`config.mk`:
```
export PLATFORM = sky130hd
export DESIGN_NAME = ps2_key_tracker
export DESIGN_NICKNAME = d
export VERILOG_FILES = /design/src/rtl/ps2_pkg.sv /design/src/rtl/ps2_evt_fifo.sv /design/src/rtl/ps2_key_tracker.sv
export SDC_FILE = /design/constraint.sdc
export NUM_CORES = 1
export LEC_CHECK = 0
export CAP_MARGIN = 20
export CORE_AREA = 4 4 133 84
export DETAILED_ROUTE_END_ITERATION = 8
export DIE_AREA = 0 0 137 88
export PLACE_DENSITY = 0.53
export SLEW_MARGIN = 20
export SYNTH_ARGS = -nofsm -noshare
export SYNTH_HDL_FRONTEND = slang
export SYNTH_HIERARCHICAL = 1
export SYNTH_SLANG_ARGS = --single-unit
```
`constraint.sdc`:
```
create_clock -name clk -period 2.73 [get_ports clk]
set_input_delay 0.546 -clock clk [delete_from_list [all_inputs] [get_ports clk]]
set_output_delay 0.546 -clock clk [all_outputs]
set_load 0.03 [all_outputs]
```
`src/rtl/ps2_pkg.sv`:
```
// ps2_pkg: shared receiver state encoding, PS/2 prefix bytes and arrow-key scan codes.
package ps2_pkg;
    typedef enum logic [1:0] {IDLE, DATA, PARITY, STOP} rx_state_t;
    localparam logic [7:0] PFX_EXT = 8'hE0;
    localparam logic [7:0] PFX_BRK = 8'hF0;
    localparam logic [7:0] KEY_UP = 8'h75;
    localparam logic [7:0] KEY_DOWN = 8'h72;
    localparam logic [7:0] KEY_LEFT = 8'h6B;
    localparam logic [7:0] KEY_RIGHT = 8'h74;
    localparam logic [31:0] ARROW_CODES = {KEY_RIGHT, KEY_LEFT, KEY_DOWN, KEY_UP};
endpackage

```
`src/rtl/ps2_evt_fifo.sv`:
```
// ps2_evt_fifo: first-word-fall-through event queue with sticky drop flag.
module ps2_evt_fifo #(
    parameter int WIDTH = 3,
    parameter int DEPTH = 8,
    localparam int AW = $clog2(DEPTH)
) (
    input  logic             clk,
    input  logic             rst_n,
    input  logic             push,
    input  logic [WIDTH-1:0] din,
    input  logic             pop,
    output logic [WIDTH-1:0] dout,
    output logic             valid,
    output logic             overflow
);
    logic [WIDTH-1:0] mem [DEPTH];
    logic [AW:0] wr, rd;
    logic full, take, put;
    assign valid = wr != rd;
    assign full = (wr ^ rd) == {1'b1, {AW{1'b0}}};
    assign take = pop && valid;
    assign put = push && (!full || take);
    assign dout = mem[rd[AW-1:0]];
    always_ff @(posedge clk)
        if (put) mem[wr[AW-1:0]] <= din;
    always_ff @(posedge clk or negedge rst_n)
        if (!rst_n) begin
            wr <= '0;
            rd <= '0;
            overflow <= 1'b0;
        end else begin
            wr <= wr + (AW+1)'(put);
            rd <= rd + (AW+1)'(take);
            overflow <= overflow || (push && full && !take);
        end
endmodule

```
`src/rtl/ps2_key_tracker.sv`:
```
// ps2_key_tracker: PS/2 receiver that decodes make/break frames into a held-key
// bitmap, a most-recent active key and a queue of press/release events.
module ps2_key_tracker import ps2_pkg::*; #(
    parameter int CLK_HZ = 100_000_000,
    parameter int NUM_KEYS = 4,
    parameter logic [8*NUM_KEYS-1:0] KEY_CODES = ARROW_CODES,
    parameter logic [NUM_KEYS-1:0] EXT_MASK = '1,
    parameter int TIMEOUT_US = 100,
    parameter int FIFO_DEPTH = 8,
    localparam int KW = NUM_KEYS > 1 ? $clog2(NUM_KEYS) : 1
) (
    input  logic                clk,
    input  logic                rst_n,
    input  logic                ps2_clk,
    input  logic                ps2_data,
    output logic [NUM_KEYS-1:0] key_state,
    output logic                active_valid,
    output logic [KW-1:0]       active_key,
    output logic                event_valid,
    input  logic                event_ready,
    output logic [KW-1:0]       event_key,
    output logic                event_make,
    output logic                frame_err,
    output logic                overflow
);
    localparam int TO = CLK_HZ / 1_000_000 * TIMEOUT_US;
    localparam int TW = $clog2(TO + 1);
    logic [1:0] clk_sy, dat_sy;
    logic [5:0] hist;
    logic fall, ps2d;
    rx_state_t state, state_n;
    logic [2:0] bit_cnt;
    logic [7:0] sh;
    logic par_b, err, done, tmo, rx_valid, ext, brk;
    logic [TW-1:0] tmr;
    logic hit, is_key, mk, bk, push;
    logic [KW-1:0] idx, low, act;
    logic [NUM_KEYS-1:0] rem;
    logic [KW:0] push_data, evt;
    assign ps2d = dat_sy[1];
    // an edge counts only after three stable highs then three stable lows
    assign fall = hist == 6'b111000;
    always_ff @(posedge clk or negedge rst_n)
        if (!rst_n) begin
            clk_sy <= '1;
            dat_sy <= '1;
            hist <= '1;
        end else begin
            clk_sy <= {clk_sy[0], ps2_clk};
            dat_sy <= {dat_sy[0], ps2_data};
            hist <= {hist[4:0], clk_sy[1]};
        end
    always_comb begin
        state_n = state;
        err = 1'b0;
        done = 1'b0;
        tmo = state != IDLE && !fall && tmr == TW'(TO - 1);
        if (tmo) begin
            state_n = IDLE;
            err = 1'b1;
        end else if (fall) begin
            case (state)
                IDLE: state_n = ps2d ? IDLE : DATA;
                DATA: state_n = bit_cnt == 3'd7 ? PARITY : DATA;
                PARITY: state_n = STOP;
                default: begin
                    state_n = IDLE;
                    done = ps2d && (^{sh, par_b});
                    err = !done;
                end
            endcase
        end
    end
    always_ff @(posedge clk or negedge rst_n)
        if (!rst_n) begin
            state <= IDLE;
            tmr <= '0;
            bit_cnt <= '0;
            sh <= '0;
            par_b <= 1'b0;
            rx_valid <= 1'b0;
            frame_err <= 1'b0;
        end else begin
            state <= state_n;
            tmr <= (state == IDLE || fall) ? '0 : tmr + 1'b1;
            bit_cnt <= state == DATA ? bit_cnt + 3'(fall) : 3'd0;
            if (fall && state == DATA) sh <= {ps2d, sh[7:1]};
            if (fall && state == PARITY) par_b <= ps2d;
            rx_valid <= done;
            frame_err <= err;
        end
    // sh holds the received byte until the next frame starts shifting
    always_comb begin
        hit = 1'b0;
        idx = '0;
        low = '0;
        for (int i = NUM_KEYS - 1; i >= 0; i--)
            if (sh == KEY_CODES[8*i +: 8] && ext == EXT_MASK[i]) begin
                hit = 1'b1;
                idx = KW'(i);
            end
        rem = key_state & ~(NUM_KEYS'(1) << idx);
        for (int i = NUM_KEYS - 1; i >= 0; i--)
            if (rem[i]) low = KW'(i);
        is_key = rx_valid && sh != PFX_EXT && sh != PFX_BRK && hit;
        mk = is_key && !brk && !key_state[idx];
        bk = is_key && brk && key_state[idx];
    end
    always_ff @(posedge clk or negedge rst_n)
        if (!rst_n) begin
            ext <= 1'b0;
            brk <= 1'b0;
            key_state <= '0;
            act <= '0;
            push <= 1'b0;
            push_data <= '0;
        end else begin
            if (err) begin
                ext <= 1'b0;
                brk <= 1'b0;
            end else if (rx_valid) begin
                ext <= sh == PFX_EXT || (sh == PFX_BRK && ext);
                brk <= sh == PFX_BRK || (sh == PFX_EXT && brk);
            end
            if (mk) begin
                key_state[idx] <= 1'b1;
                act <= idx;
            end
            if (bk) begin
                key_state[idx] <= 1'b0;
                if (act == idx) act <= low;
            end
            push <= mk || bk;
            push_data <= {idx, mk};
        end
    assign active_valid = |key_state;
    assign active_key = act;
    assign {event_key, event_make} = evt;
    ps2_evt_fifo #(.WIDTH(KW + 1), .DEPTH(FIFO_DEPTH)) u_fifo (
        .clk(clk),
        .rst_n(rst_n),
        .push(push),
        .din(push_data),
        .pop(event_ready),
        .dout(evt),
        .valid(event_valid),
        .overflow(overflow)
    );
endmodule

```
==> metrics.yaml, run 1 <==
run_status:
  run_status: "finished, final reports clean"
power_and_ir_drop:
  p_leak_nw: 1.715
  peakVddDrop_v: 0.0003867
  powerDensity_nw_per_um2: 641.7
setup_path:
  r2r-start: "sh[3]$_DFFE_PN0P_"
  timing.critical_path.arrival_ns: 2.04
  r2r_setup_slack_ns: 0.36
  rr_worst_depth: 6
  worstPathMaxFanout: 8
  crit_required_ns: 2.18
  r2r-end: "active_key[0]$_DFF_PN0_"
  cp-end-kind: "output port"
  critPathLaunchType: "register"
  crit_type: "register to output port"
synthesis:
  ys_ff_latch: 85
  async_flop_share_pct: 71.76
  synth_edf_count: 24
  ys_types: 57
  ys_seq_area_share_pct: 58.16
  syn_area_um2: 3885
  synthFlopType: "dfrtp_1"
  yosys_warnings: 6
  synth_most_common_cell: "dfrtp_1"
  synth_common_cells: "51 x dfrtp_1, 24 x edfxtp_1, 20 x nand2_1, 17 x a21oi_1, 16 x nor2_1"
  yosysTopAreaCellShare_pct: 32.85
  avgSynthCellArea_um2: 12.99
  synth_area_leaders: "dfrtp_1 33%, edfxtp_1 19%, dfstp_2 6.8%"
  synth_nets: 311
  yosys.area.top_type: "dfrtp_1"
  synth_cells: 299
sta:
  setup_viol: 0
  maxSlewHeadroom_pct: 55.99
  finalSetupTns_ns: 0
  tightest_slew_ns: 0.6601
  rsz0062_at_grt: "false"
  drv_slew: 0
  max_freq_mhz: 386.5
  hold_violations: 0
  clock_skew_ns: 0.006820
  period_share_pct: 94.78
  period_minus_slack_ns: 2.587
placement:
  gp_congestion: 0.7540
  portBuffers: 17
  detailed_place_hpwl_um: 5067
cts:
  numCtsBuffers: 9
  clock_path_buffers: 2
  htreeDepth: 3
  root_buffer: "clkbuf_16"
  worst_skew_pair.late_latency_ns: 0.34
  cts_tree: "yes"
  postCtsHoldBufs: 0
  cts_sinks: 85
  clk_pin_slew_ns: 0.06
final_layout:
  nNetsFinal: 340
  n_antenna_cell: 0
  syn2layout_area_growth_pct: 16.62
  utilization_pct: 46.19
  drive_gt1_share_pct: 18.92
min_path:
  holdCritPathClass: "input port to async pin"
route:
  routedWlPerCell_um: 15.54
  dr.first_iter.drc_count: 164
  drc: 0
  wl_um: 7275
  firstDrtPassIters: 4
  ant_nets: 0
  vias: 2396
  via_per_inst: 5.120
floorplan:
  die_h_um: 88
  dieArea_um2: 12060
  die_x_um: 137
  ioPinCount: 18
  row_count: 28
  core_area_um2: 9809
  start_util_pct: 39.60
grt:
  grt_overflow: 0
  antenna_found_initial: 0
  gr-usage-met3_pct: 5.224
  met1_usage_pct: 21.35
  track_usage_pct: 13.65
  grt_max_degree: 30
  grt_use_met2_pct: 17.39
  grt_first_pass_wirelength_um: 12410
  grt_pass1_vias: 2344
  busiest_layer: "met1"
job:
  max-cap-violations: 0
cell families (layout without fill, tap and decap cells):
| family | Yosys count | after routing | share of synthesized area, % |
|---|---|---|---|
| mux | 21 | 21 | 8.245 |
| flops | 85 | 85 | 58.16 |
| xor+xnor | 27 | 27 | 6.087 |
| buf+inv | 18 | 52 | 2.641 |
| simple gates | 95 | 95 | 14.07 |
| fa+ha+maj | 7 | 7 | 2.254 |
| compound gates | 46 | 46 | 8.535 |
metrics by stage:
step | power [W] | instances | setup WS (ns) | hold slack [ns] | cell area, um2
2_1_floorplan | 0.001633 | 299 | 0.6572 | 0.2504 | 3885
3_3_place_gp | 0.001705 | 452 | 0.1789 | 0.3459 | 4233
3_5_place_dp | 0.001708 | 452 | 0.1338 | 0.3473 | 4233
4_1_cts | 0.002956 | 468 | 0.1100 | 0.2717 | 4531
5_1_grt | 0.003039 | 468 | 0.07727 | 0.3035 | 4531
6_report | 0.002907 | 468 | 0.1425 | 0.2423 | 4531
what timing repair did:
| item | CTS | global route |
|---|---|---|
| setup buffers | 0 | 0 |
| hold endpoints to repair | 0 | 0 |
| setup endpoints to repair | 3 | 0 |
| resized for setup | 4 | 0 |
flip-flops by register name (all words and copies together), names as in the netlist:
name,count
u_fifo/mem,24
tmr,14
sh,8
hist,6
key_state,4
u_fifo/rd,4
u_fifo/wr,4
bit_cnt,3
push_data,3
active_key,2
clk_sy,2
dat_sy,2
state,2
brk,1
ext,1
frame_err,1
par_b,1
push,1
rx_valid,1
u_fifo/overflow,1
how the worst max path moves through the flow:
stage                      startpoint                       to  slack [ns]  cells past startpoint
2_1_floorplan       sh[3]$_DFFE_PN0P_  active_key[0]$_DFF_PN0_        0.66                      8
3_3_place_gp   u_fifo/rd[0]$_DFF_PN0_               event_make        0.18                      3
3_5_place_dp   u_fifo/rd[0]$_DFF_PN0_             event_key[1]        0.13                      3
4_1_cts        u_fifo/rd[0]$_DFF_PN0_             event_key[1]        0.11                      3
5_1_grt        u_fifo/rd[0]$_DFF_PN0_             event_key[1]        0.08                      3
6_report       u_fifo/rd[0]$_DFF_PN0_             event_key[1]        0.14                      3
power breakdown:
part           internal [W]  switching [W]  total, W
combinational      0.000113       0.000116  0.000229
sequential          0.00136      0.0000955   0.00145
clock              0.000717       0.000508   0.00123
placed cells by master, fill, tap and decap left out, drive strengths merged, types with 3 or more instances in the layout:
cell type / instances
a2111oi: 4
mux2: 10
or2: 3
nand3: 10
and3b: 3
a21oi: 18
nand3b: 6
clkbuf: 10
nor2: 17
or3: 7
xor2: 12
dfstp: 10
a211oi: 6
edfxtp: 24
xnor2: 15
and3: 3
mux2i: 5
ha: 7
buf: 13
nor3: 7
o21ai: 6
inv: 9
mux4: 6
dlygate4sd2: 3
clkdlybuf4s50: 13
nand4: 3
dfrtp: 51
nand2: 20
final cells by class:
cell class / count / area (um2)
clock buffers: 10 / 229.0
clock inverters: 6 / 71.32
fillers: 910 / 5279
inverters: 7 / 26.28
multi-input cells: 196 / 1523
flip-flops and latches: 85 / 2261
well taps: 135 / 168.9
repair buffers: 29 / 251.5
worst max-delay path: stages, from the launching register on:
cell and delay [ns]:
dfrtp_2 0.49, mux4_1 0.60, mux2_2 0.27, dlygate4sd2_1 0.35
per-layer routing:
metal  up-vias  share of wire (%)
met3         5                5.5
met2        51                 40
met1      1174                 54
li1       1166                  -
met5         -                  0
met4         0               0.85
(Power assumes the default switching activity.)
==> run 2: changes to the inputs <==
--- a/config.mk
+++ b/config.mk
@@ -10,6 +10,7 @@
 export DETAILED_ROUTE_END_ITERATION = 8
 export DIE_AREA = 0 0 137 88
 export PLACE_DENSITY = 0.53
+export RECOVER_POWER = 50
 export SLEW_MARGIN = 20
 export SYNTH_ARGS = -nofsm -noshare
 export SYNTH_HDL_FRONTEND = slang
==> constraint.sdc (replaced) <==
create_clock -name clk -period 2.96 [get_ports clk]
set_input_delay 0.592 -clock clk [delete_from_list [all_inputs] [get_ports clk]]
set_output_delay 0.592 -clock clk [all_outputs]
set_load 0.03 [all_outputs]
==> run 2 against run 1 <==
Wire length decreased by 1.5%. Clock power about the same. Combinational power decreased by 8%. Setup slack got worse by 0.041 ns. Utilization decreased by 0.051 points. Count of clock-buffer cells in the layout unchanged. Critical endpoint is now event_make.
==> metrics.yaml, run 2 (synthesized netlist as in run 1, its figures left out) <==
run_status:
  run_status: "finished, final reports clean"  # unchanged
final_layout:
  drive_gt1_share_pct: 16.97  # was 18.92%
  n_fill_cell: 901  # was 910
  nNetsFinal: 337  # was 340
  largest_register_ffs: 24  # unchanged
  final-seq-area_um2: 2261  # unchanged
  n_antenna_cell: 0  # unchanged
  multi_input_area_um2: 1523  # unchanged
  final_cell_mix: "50 x dfrtp_1, 24 x edfxtp_1, 20 x nand2_1, 17 x a21oi_1, 16 x nor2_1"  # unchanged
  syn2layout_area_growth_pct: 16.49  # was 16.62%
  finalInstanceArea_um2: 4526  # was 4531 um2
  final_common_cell: "dfrtp_1"  # unchanged
cts:
  root_buffer: "clkbuf_16"  # unchanged
  clk_pin_slew_ns: 0.06  # about the same
  cts_tree: "yes"  # unchanged
  clock_path_buffers: 2  # unchanged
  postCtsHoldBufs: 0  # unchanged
  htreeDepth: 3  # unchanged
  worst_skew_pair.late_latency_ns: 0.33  # was 0.34 ns
  cts_sinks: 85  # unchanged
  numCtsBuffers: 9  # unchanged
grt:
  track_usage_pct: 13.18  # was 13.65%
  antenna_found_initial: 0  # unchanged
  grt_max_degree: 25  # was 30
  grt_overflow: 0  # unchanged
  grt_pass1_vias: 2316  # was 2344
  grt_first_pass_wirelength_um: 12090  # was 12410 um
setup_path:
  cp-end-kind: "output port"  # unchanged
  critPathLaunchType: "register"  # unchanged
  crit_required_ns: 2.37  # was 2.18 ns
  worstPathMaxFanout: 8  # unchanged
  crit_type: "register to output port"  # unchanged
  timing.critical_path.arrival_ns: 2.27  # was 2.04 ns
sta:
  clock_skew_ns: 0.005367  # was 0.006820 ns
  drv_slew: 0  # unchanged
  period_share_pct: 96.58
  period_minus_slack_ns: 2.859
  finalSetupTns_ns: 0  # unchanged
  rsz0062_at_grt: "false"  # unchanged
  tightest_slew_ns: 1.244  # was 0.6601 ns
  maxSlewHeadroom_pct: 17.06  # was 55.99%
  setup_viol: 0  # unchanged
  max_freq_mhz: 349.8
  hold_violations: 0  # unchanged
power_and_ir_drop:
  peakVddDrop_v: 0.0002992  # was 0.0003867 V
  powerDensity_nw_per_um2: 609.4  # was 641.7 nW/um2
  internal_power_w: 0.002101  # was 0.002188 W
  p_leak_nw: 1.709  # was 1.715 nW
  power.share.sequential_pct: 48.6  # was 50.0%
  clkPwrFrac_pct: 43.8  # was 42.1%
  switching_share_pct: 23.84  # was 24.76%
  switching_power_w: 0.0006575  # was 0.0007198 W
  combPwrFrac_pct: 7.6  # was 7.9%
route:
  via_per_inst: 5.097  # was 5.120
  dr.first_iter.drc_count: 107  # was 164
  firstDrtPassIters: 5  # was 4
  drc: 0  # unchanged
  ant_nets: 0  # unchanged
  routedWlPerCell_um: 15.42  # was 15.54 um
  wl_um: 7168  # was 7275 um
  vias: 2370  # was 2396
placement:
  gp_congestion: 0.7348  # was 0.7540
  portBuffers: 17  # unchanged
  dpl_cell_area_um2: 4210  # was 4233 um2
  detailed_place_hpwl_um: 4937  # was 5067 um
floorplan:
  die_x_um: 137  # unchanged
  ioPinCount: 18  # unchanged
  die_h_um: 88  # unchanged
  core_area_um2: 9809  # unchanged
  start_util_pct: 39.60  # unchanged
  row_count: 28  # unchanged
  dieArea_um2: 12060  # unchanged
job:
  max-cap-violations: 0  # unchanged
min_path:
  holdCritPathClass: "register to register"  # was input port to async pin
## run 2: cell types whose count changed in the layout (fill, tap and decap cells not counted), sizes merged
cell	before	now
buf	13	7
clkbuf	10	13
dlygate4sd2	3	0
dlygate4sd3	0	2
bufinv	1	2
clkdlybuf4s50	13	14
clkinvlp	2	1
## run 2: worst paths after layout
check | to | from | cells after the start | slack (ns)
min in group asynchronous | sh[1]$_DFFE_PN0P_ | rst_n | 1 | 0.47
worst min register to register | hist[0]$_DFF_PN1_ | clk_sy[1]$_DFF_PN1_ | 0 | 0.36
worst max-delay path | event_make | u_fifo/rd[0]$_DFF_PN0_ | 3 | 0.10
worst max register to register | active_key[0]$_DFF_PN0_ | sh[3]$_DFFE_PN0P_ | 6 | 0.57
max in group asynchronous | tmr[0]$_DFF_PN0_ | rst_n | 2 | 0.78
worst min-delay path | hist[0]$_DFF_PN1_ | clk_sy[1]$_DFF_PN1_ | 0 | 0.36
## run 2: power groups by stage
stage                     Combinational [W]  Clock, W  Sequential [W]
after detailed placement           0.000212         0         0.00136
after global placement             0.000210         0         0.00136
after CTS                          0.000214   0.00124         0.00134
after floorplan                    0.000203         0         0.00130
after global routing               0.000233   0.00129         0.00135
final                              0.000211   0.00121         0.00134
## run 2: metal layers
| metal | track usage (%) | part of all wire (%) | vias up |
|---|---|---|---|
| li1 | - | - | 1159 |
| met1 | 20.62 | 53 | 1146 |
| met2 | 17.39 | 39 | 56 |
| met3 | 4.133 | 6.9 | 9 |
| met4 | 3.533 | 1.1 | 0 |
| met5 | 0 | 0 | - |
## run 2: per-stage QoR
step	hold WS [ns]	instances	util [%]	total power, W	setup WS (ns)
final	0.3593	465	46.14	0.002758	0.1013
after global routing	0.3606	465	46.14	0.002874	0.02809
after CTS	0.2243	465	46.22	0.002799	0.07394
after detailed placement	0.3512	449	42.92	0.001574	0.3300
after global placement	0.3458	449	42.92	0.001571	0.3598
after floorplan	0.2964	299	-	0.001506	0.8872
## run 2: layout make-up
class | instances | share of cell area, %
Clock buffer | 10 | 5.059
Tap cell | 135 | 3.732
Sequential cell | 85 | 49.96
Clock inverter | 6 | 2.074
Inverter | 7 | 0.5806
Multi-Input combinational cell | 196 | 33.65
Timing Repair Buffer | 26 | 4.949
## run 2: what timing repair did
item                       in CTS  in global routing
resized for setup               1                  0
buffers inserted                0                  0
setup endpoints to repair       3                  0
## run 2: critical path, stage by stage (launching register included)
cell and delay, ns:
dfrtp_2 0.49, mux4_1 0.58, mux2_2 0.27, clkdlybuf4s50_1 0.59
==> run 3: changes to the inputs <==
--- a/config.mk
+++ b/config.mk
@@ -5,7 +5,7 @@
 export SDC_FILE = /design/constraint.sdc
 export NUM_CORES = 1
 export LEC_CHECK = 0
-export CAP_MARGIN = 20
+export CAP_MARGIN = 25
 export CORE_AREA = 4 4 133 84
 export DETAILED_ROUTE_END_ITERATION = 8
 export DIE_AREA = 0 0 137 88
==> results of run 3 <==
The final DEF is identical to that of run 2; final timing and power are the same.
